### src/rtl/hub75_bcm_driver_pkg.sv
// Shared definitions for the HUB75 BCM driver: FSM state codes, DAT_I channel slots, tick divider helper.
// Latency: n/a (constants and a pure function only).
// Backpressure: n/a.
package hub75_bcm_driver_pkg;

    // Scan FSM state encodings.
    localparam logic [1:0] ST_SHIFT   = 2'd0;
    localparam logic [1:0] ST_BLANK   = 2'd1;
    localparam logic [1:0] ST_LATCH   = 2'd2;
    localparam logic [1:0] ST_DISPLAY = 2'd3;

    // Channel slot numbers inside a DAT_I word {R1,G1,B1,R0,G0,B0}.
    // Each slot is BPC bits wide, so the slot's LSB sits at ch*BPC.
    localparam int CH_B0 = 0;
    localparam int CH_G0 = 1;
    localparam int CH_R0 = 2;
    localparam int CH_B1 = 3;
    localparam int CH_G1 = 4;
    localparam int CH_R1 = 5;

    // Number of CLK_I cycles per half period of the shift clock.
    function automatic int half_div(input int base_freq, input int target_freq);
        return base_freq / (2 * target_freq);
    endfunction

endpackage

### src/rtl/hub75_tick_gen.sv
// Tick enable divider: pulses tick once every HALF clk cycles (every cycle when HALF == 1).
// Latency: first tick HALF cycles after reset release; output is a decode of the count register.
// Backpressure: none, free-running.
// Ports: clk (clock), rst (sync active-high reset), tick (one-cycle enable).
module hub75_tick_gen #(
    parameter int HALF = 1
) (
    input  logic clk,
    input  logic rst,
    output logic tick
);

    localparam int CW = (HALF > 1) ? $clog2(HALF) : 1;

    logic [CW-1:0] cnt;

    assign tick = (cnt == CW'(HALF - 1));

    always_ff @(posedge clk) begin
        if (rst || tick) begin
            cnt <= '0;
        end else begin
            cnt <= cnt + 1'b1;
        end
    end

endmodule

### src/rtl/hub75_bcm_driver.sv
// HUB75 panel scanner with binary-coded modulation, fed from a synchronous frame-buffer RAM.
// Latency: pixel read issued >= 2 CLK_I cycles before it is shifted; one CLK_O edge per tick.
// Backpressure: none; a missing pixel read only stalls the first shift tick after reset.
// Ports: CLK_I/RST_I clock and sync reset; ADDR_O/DAT_I frame-buffer read port ({row,col}, 1-cycle
//        latency); R0..B1 serial colour; ROW_O row select; CLK_O shift clock; LATCH strobe;
//        OE active-low enable; FRAME_O end-of-frame pulse.
// Optional macro BRIGHTNESS_EN adds BRIGHT_I[7:0], scaling the lit part of each display window.
module hub75_bcm_driver #(
    parameter int BASE_FREQ   = 12000000,
    parameter int TARGET_FREQ = 6000000,
    parameter int COLS        = 64,
    parameter int ROW_BITS    = 4,
    parameter int BPC         = 4,
    parameter int BASE_OE     = 8
) (
    input  logic                               CLK_I,
    input  logic                               RST_I,
    output logic [ROW_BITS+$clog2(COLS)-1:0]   ADDR_O,
    input  logic [6*BPC-1:0]                   DAT_I,
`ifdef BRIGHTNESS_EN
    input  logic [7:0]                         BRIGHT_I,
`endif
    output logic                               R0,
    output logic                               G0,
    output logic                               B0,
    output logic                               R1,
    output logic                               G1,
    output logic                               B1,
    output logic [ROW_BITS-1:0]                ROW_O,
    output logic                               CLK_O,
    output logic                               LATCH,
    output logic                               OE,
    output logic                               FRAME_O
);

    import hub75_bcm_driver_pkg::*;

    localparam int HALF = half_div(BASE_FREQ, TARGET_FREQ);
    localparam int CW   = $clog2(COLS);
    localparam int PW   = (BPC > 1) ? $clog2(BPC) : 1;
    localparam int MAXN = BASE_OE << (BPC - 1);
    localparam int DW   = $clog2(MAXN + 1);

    generate
        if (HALF < 1) begin : g_bad_half
            $error("hub75_bcm_driver: BASE_FREQ/(2*TARGET_FREQ) must be >= 1");
        end
    endgenerate

    logic                tick;
    logic [1:0]          state;
    logic                phase;      // 0: next tick presents data, 1: next tick raises CLK_O
    logic [CW-1:0]       col;
    logic [CW-1:0]       col_nxt;
    logic [ROW_BITS-1:0] row;
    logic [ROW_BITS-1:0] row_nxt;    // row of the segment following the current one
    logic [PW-1:0]       plane;
    logic                last_plane;
    logic [DW-1:0]       disp_cnt;
    logic [DW-1:0]       win_len;
    logic [DW-1:0]       on_len;
    logic                rd_s1;      // read address presented this cycle
    logic                rd_s2;      // DAT_I carries that read's data this cycle
    logic [6*BPC-1:0]    pix_reg;
    logic                pix_vld;
    logic [6*BPC-1:0]    pix_use;
    logic [5:0]          plane_bits;

    hub75_tick_gen #(
        .HALF (HALF)
    ) u_tick (
        .clk  (CLK_I),
        .rst  (RST_I),
        .tick (tick)
    );

    assign col_nxt    = col + 1'b1;
    assign last_plane = (plane == PW'(BPC - 1));
    assign row_nxt    = last_plane ? row + 1'b1 : row;
    assign win_len    = DW'(BASE_OE) << plane;

    // The data for a column can land on the very edge that shifts it out
    // (HALF == 1), so bypass the capture register in that cycle.
    assign pix_use = rd_s2 ? DAT_I : pix_reg;

    generate
        for (genvar k = 0; k < 6; k++) begin : g_ch
            logic [BPC-1:0] fld;
            assign fld           = pix_use[k*BPC +: BPC];
            assign plane_bits[k] = fld[plane];
        end
    endgenerate

`ifdef BRIGHTNESS_EN
    logic [DW+7:0] bright_prod;
    assign bright_prod = {8'b0, win_len} * {{DW{1'b0}}, BRIGHT_I};
`endif

    always_ff @(posedge CLK_I) begin
        if (RST_I) begin
            state    <= ST_SHIFT;
            phase    <= 1'b0;
            col      <= '0;
            row      <= '0;
            plane    <= '0;
            disp_cnt <= '0;
            on_len   <= '0;
            // Address 0 is on the bus during reset, so its read counts as issued.
            rd_s1    <= 1'b1;
            rd_s2    <= 1'b0;
            pix_reg  <= '0;
            pix_vld  <= 1'b0;
            ADDR_O   <= '0;
            R0       <= 1'b0;
            G0       <= 1'b0;
            B0       <= 1'b0;
            R1       <= 1'b0;
            G1       <= 1'b0;
            B1       <= 1'b0;
            ROW_O    <= '0;
            CLK_O    <= 1'b0;
            LATCH    <= 1'b0;
            OE       <= 1'b1;
            FRAME_O  <= 1'b0;
        end else begin
            FRAME_O <= 1'b0;
            rd_s1   <= 1'b0;
            rd_s2   <= rd_s1;
            // DAT_I is only looked at in the cycle its read returns.
            if (rd_s2) begin
                pix_reg <= DAT_I;
                pix_vld <= 1'b1;
            end

            if (tick) begin
                case (state)
                    ST_SHIFT: begin
                        if (!phase) begin
                            if (pix_vld || rd_s2) begin
                                R0      <= plane_bits[CH_R0];
                                G0      <= plane_bits[CH_G0];
                                B0      <= plane_bits[CH_B0];
                                R1      <= plane_bits[CH_R1];
                                G1      <= plane_bits[CH_G1];
                                B1      <= plane_bits[CH_B1];
                                CLK_O   <= 1'b0;
                                OE      <= 1'b1;
                                phase   <= 1'b1;
                                pix_vld <= 1'b0;
                                // Prefetch the next column while this one is clocked in.
                                if (col != CW'(COLS - 1)) begin
                                    ADDR_O <= {row, col_nxt};
                                    rd_s1  <= 1'b1;
                                end
                            end
                        end else begin
                            CLK_O <= 1'b1;
                            phase <= 1'b0;
                            if (col == CW'(COLS - 1)) begin
                                col   <= '0;
                                state <= ST_BLANK;
                            end else begin
                                col <= col_nxt;
                            end
                        end
                    end
                    ST_BLANK: begin
                        CLK_O  <= 1'b0;
                        OE     <= 1'b1;
                        // Column 0 of the next segment, well ahead of its first shift tick.
                        ADDR_O <= {row_nxt, {CW{1'b0}}};
                        rd_s1  <= 1'b1;
                        state  <= ST_LATCH;
                    end
                    ST_LATCH: begin
                        LATCH    <= 1'b1;
                        ROW_O    <= row;
                        disp_cnt <= '0;
`ifdef BRIGHTNESS_EN
                        on_len   <= bright_prod[DW+7:8];
`else
                        on_len   <= win_len;
`endif
                        state    <= ST_DISPLAY;
                    end
                    default: begin // ST_DISPLAY
                        LATCH <= 1'b0;
                        if (disp_cnt == win_len) begin
                            OE    <= 1'b1;
                            state <= ST_SHIFT;
                            if (last_plane) begin
                                plane <= '0;
                                row   <= row + 1'b1;
                                if (row == {ROW_BITS{1'b1}}) begin
                                    FRAME_O <= 1'b1;
                                end
                            end else begin
                                plane <= plane + 1'b1;
                            end
                        end else begin
                            OE       <= !(disp_cnt < on_len);
                            disp_cnt <= disp_cnt + 1'b1;
                        end
                    end
                endcase
            end
        end
    end

endmodule
### config.mk
export PLATFORM = sky130hd
export DESIGN_NAME = hub75_bcm_driver
export DESIGN_NICKNAME = d
export VERILOG_FILES = /design/src/rtl/hub75_bcm_driver_pkg.sv /design/src/rtl/hub75_tick_gen.sv /design/src/rtl/hub75_bcm_driver.sv
export SDC_FILE = /design/constraint.sdc
export NUM_CORES = 1
export LEC_CHECK = 0
export BUFFER_PORTS_ARGS = -buffer_cell sky130_fd_sc_hd__buf_2
export CAP_MARGIN = 0
export CORE_ASPECT_RATIO = 2
export CORE_MARGIN = 3
export CORE_UTILIZATION = 40
export CTS_CLUSTER_SIZE = 14
export DETAILED_ROUTE_END_ITERATION = 8
export PLACE_DENSITY_LB_ADDON = 0.12
export REMOVE_ABC_BUFFERS = 1
export SLEW_MARGIN = 20
export SYNTH_ARGS = -nofsm -noshare
export SYNTH_HDL_FRONTEND = slang
export SYNTH_SLANG_ARGS = --single-unit
### constraint.sdc
create_clock -name CLK_I -period 5.1 [get_ports CLK_I]
set_clock_uncertainty 0.1 [all_clocks]
set_input_delay 0.255 -clock CLK_I [delete_from_list [all_inputs] [get_ports CLK_I]]
set_output_delay 0.255 -clock CLK_I [all_outputs]
set_load 0.01 [all_outputs]
-- Word-level counts from Yosys, hierarchy flattened
Cells that the tools add are included.
- bits in registers: 81
- logic and storage cells: 120
- bits of input ports: 26
- shifts and indexed selects: 1
- reductions and logical operators: 20
- bitwise operators: 7
- $lt $le $gt $ge: 2
- mux-type cells: 47
- equality and inequality tests: 14
- add/sub/neg operators: 5
- operators by type and width (operator ; count):
    two-way mux 10 bit ; 3
    two-way mux 24 bit ; 1
    two-way mux 1 bit ; 23
    case mux 10 bit (2 select lines) ; 1
    case mux 7 bit (2 select lines) ; 1
    binary-select mux 1 bit (select 2 bit) ; 6
    AND reduction 3 bit ; 4
    AND reduction 4 bit ; 3
    != test 2 bit (second input constant) ; 5
    two-way mux 2 bit ; 4
    adder 7 x 1 -> 7 bit (second input constant) ; 1
    equality test 7 bit ; 1
    < comparator 7 bit ; 1
    two-way mux 7 bit ; 1
    inverter 1 bit ; 7
    OR reduction 7 bit ; 1
    left shift 4 x 2 -> 7 bit (first input constant) ; 1
    adder 6 x 1 -> 6 bit (second input constant) ; 1
    equality test 6 bit (second input constant) ; 1
    two-way mux 6 bit ; 1
    != test 6 bit (second input constant) ; 1
    case mux 1 bit (2 select lines) ; 3
    case mux 2 bit (3 select lines) ; 1
    AND reduction 2 bit ; 3
    other kinds (19) ; 21

-- Depth between registers and ports, before layout
- depth in word-level cells: 6
- mapped depth: 7
- gate-level depth less buffers: 6

-- Modules after synthesis
A second synthesis with hierarchy kept.
- cells, all modules: 432
- area total of the unflattened synthesis: 3734.8 um2
- by module, submodules not included (module ; seq. area each (um2) ; area each (um2) ; instances ; cells an instance):
    hub75_bcm_driver ; 1541.5 ; 3707.3 ; 1 ; 429
    hub75_tick_gen ; 20.0 ; 27.5 ; 1 ; 3

-- Worst setup path after synthesis
No wires, ideal clock.
- path kind: register to register
- start point: register plane[0]
- end point: register row[0]
- required time: 4.877 ns
- cell stages (with the launch flop): 8
- slack: 2.834 ns
- library setup time: 0.123 ns
- data arrival time: 2.043 ns
- path buffers: 1
- cells stage by stage: dfxtp_1 -> inv_1 -> clkbuf_1 -> ha_1 -> xnor2_1 -> nand3_1 -> nor3_1 -> mux2_1
- cells in the longest elaborated chain, start to end: 3
- ends and longest elaborated chain (element ; line ; text):
    start, declared ; hub75_bcm_driver.sv:57 ; logic [PW-1:0] plane;
    start signal, assigned ; hub75_bcm_driver.sv:198 ; plane <= plane + 1'b1;
    left shift 4 x 2 -> 7 bit ; hub75_bcm_driver.sv:80 ; assign win_len = DW'(BASE_OE) << plane;
    named net win_len[3] ; hub75_bcm_driver.sv:60 ; logic [DW-1:0] win_len;
    equality test 7 bit ; hub75_bcm_driver.sv:188 ; if (disp_cnt == win_len) begin
    AND reduction 3 bit (no source line) ; n/a ;
    end signal, assigned ; hub75_bcm_driver.sv:193 ; row <= row + 1'b1;
    end, declared ; hub75_bcm_driver.sv:55 ; logic [ROW_BITS-1:0] row;
The timed path passes the listed nets, and every way through them passes these cells.
A chain may end at the register's enable or synchronous reset.

-- Worst setup path after layout
Same ends and word-level chain as after synthesis.

==> flow_metrics.tcl <==
set metrics [dict create \
    status "finished clean" \
    cts.htree.levels 3 \
    tightest_slew_ns 0.902 \
    synth_edf_count 0 \
    critical_path.max_fanout 17 \
    row_count 49 \
    design_area_um2 4310 \
    drc 0 \
    viasPerCell 5.36 \
    hold_viol 0 \
    place_congestion 0.859 \
    vias 3122 \
    final_layout_size_suffix_gt1_share_pct 15.0 \
    clock_path_buffers 2 \
    dieArea_um2 10700 \
    io_pins 50 \
    ant_nets 0 \
    tns_ns 0 \
    synth_ff_type "dfxtp_1" \
    diodes 0 \
    arrival_ns 2.96 \
    ys_seq_area_share_pct 41.6 \
    max_slew_margin_pct 39.6 \
    grtUsageTotal_pct 18.7 \
    clk_latency_ns 0.33 \
    cts.sinks 78 \
    synth_cell_type_count 51 \
    leakage_nw 1.72 \
    cp-end-kind "flip-flop" \
    powerDensity_nw_per_um2 310 \
    nNetsFinal 518 \
    largest_reg_flops 24 \
    wl_per_cell_um 15.7 \
    placed_area_um2 4030 \
    core-area_um2 9070 \
    ys_top_cells_by_area "dfxtp_1, mux2i_1, nand2_1" \
    antenna_found_initial 0 \
    finalCritPeriodShare_pct 55.7 \
    timing.hold.ws_ns 0.0847 \
    most-common-layout-cells "dfxtp_1, nand2_1, buf_2, nor2_1, mux2i_1" \
    synth_top_area_share_pct 41.6 \
    max_freq_mhz 352 \
    dpl.hpwl_mm 6.87 \
    start_util_pct 41.4 \
    crit_type "flip-flop to flip-flop" \
    p_total_mw 1.34 \
    initialDrtViolationCount 112 \
    rsz0062_at_grt "no" \
    cts_root_buf "clkbuf_16" \
    required_ns 5.22 \
    netlist_instances 439 \
    cts-hold-fix-buffers 0 \
    maxCapViolCount 0 \
    syn_area_per_cell_um2 8.55 \
    period_needed_ns 2.84 \
    peakVddDrop_mv 0.160 \
    layout.cells.most_common "dfxtp_1" \
    n_fill_cell 930 \
    dieWidth_um 74.5 \
    wl_mm 9.14 \
    grt_max_degree 73 \
    grt_pass1_wl_mm 15.2 \
    dr.pass1.iters 4 \
    setup_violations 0 \
    cts_setup_buffers 0 \
    dieHeight_um 143 \
    synth_top_area_cell "dfxtp_1" \
    cts_buffers 9 \
    grt.overflow.total 0 \
    synth.cell_area_um2 3750 \
    port_buffers 49 \
    cts-resized-gates 0 \
    hp-class "primary input to flip-flop" \
    grt_pass1_vias 3179 \
    ys_ff_latch 78 \
    syn2layout_area_growth_pct 14.8 \
    maxSlewViolCount 0 \
    ys_warn_count 0 \
    cts_tree "done" \
    worstSetupStartpointType "flip-flop" \
    path_clk_slew_ns 0.06 \
    synth-async-reset-ratio_pct 0 \
]
## final cells by class
cell class / instances / area [um2] / share of cell area (%)
Inverter: 18 / 67.6 / 1.57
Timing Repair Buffer: 51 / 260 / 6.04
Multi-Input combinational cell: 318 / 2020 / 46.8
Clock inverter: 4 / 31.3 / 0.726
Sequential cell: 78 / 1560 / 36.2
Tap cell: 102 / 128 / 2.96
Clock buffer: 12 / 246 / 5.72
## cells by family (layout without fill, tap and decap cells)
| family | Yosys count | in the layout | synth area share (%) |
|---|---|---|---|
| AO/OA/AOI/OAI | 63 | 63 | 12.0 |
| AND/OR/NAND/NOR | 187 | 187 | 23.1 |
| buffers and inverters | 43 | 85 | 4.70 |
| adder cells (fa/ha/maj) | 16 | 16 | 5.33 |
| multiplexers | 37 | 37 | 9.97 |
| flip-flops | 78 | 78 | 41.6 |
| XOR/XNOR | 14 | 14 | 3.27 |
| other | 1 | 1 | 0.0999 |
## metal layers
metal	vias up	wire length, um	track usage [%]	share of wire (%)
li1	1581	-	-	-
met5	-	0	0	0
met4	0	400	12.1	4.4
met2	67	5110	34.0	56
met1	1447	3340	18.6	37
met3	27	287	2.96	3.1
## synth_stat cells (all sizes together), types with 3 or more instances
cell type / number
clkbuf: 18
ha: 16
nand2b: 6
a311oi: 6
dfxtp: 78
xor2: 4
xnor2: 10
inv: 16
or3: 6
o21ai: 8
nor3: 11
a21oi: 19
o311ai: 3
nand2: 71
o31ai: 3
o21a: 4
nor2: 47
a31oi: 3
nand3: 20
mux2: 3
buf: 7
nand4: 4
nor2b: 7
mux2i: 34
nor4: 3
a211oi: 6
## worst max-delay path: stages, from the launching register on
cell,delay [ns]
dfxtp_1,0.66
inv_1,0.35
ha_1,0.33
xnor2_1,0.24
nand3_1,0.30
nor3_1,0.40
mux2_1,0.35
## worst paths after layout
path,startpoint,to,slack [ns],cells past startpoint
max,plane[0],row[0],2.26,6
min,DAT_I[1],pix_reg[1],0.08,3
max reg2reg,plane[0],row[0],2.26,6
min reg2reg,rd_s1,rd_s2,0.34,1
## power breakdown
group	internal, mW	switching, mW	total, mW
clock	0.345	0.249	0.593
combinational	0.0444	0.0594	0.104
sequential	0.630	0.00998	0.640
total	1.02	0.318	1.34
## per-stage QoR
step	worst slack, ns	utilization [%]	std cells
2_1_floorplan	2.68	-	414
3_3_place_gp	2.38	44.4	567
3_5_place_dp	2.27	44.4	567
4_1_cts	2.25	47.5	583
5_1_grt	1.88	47.5	583
6_report	2.26	47.5	583
Note: power is estimated with default switching activity, not from simulation.
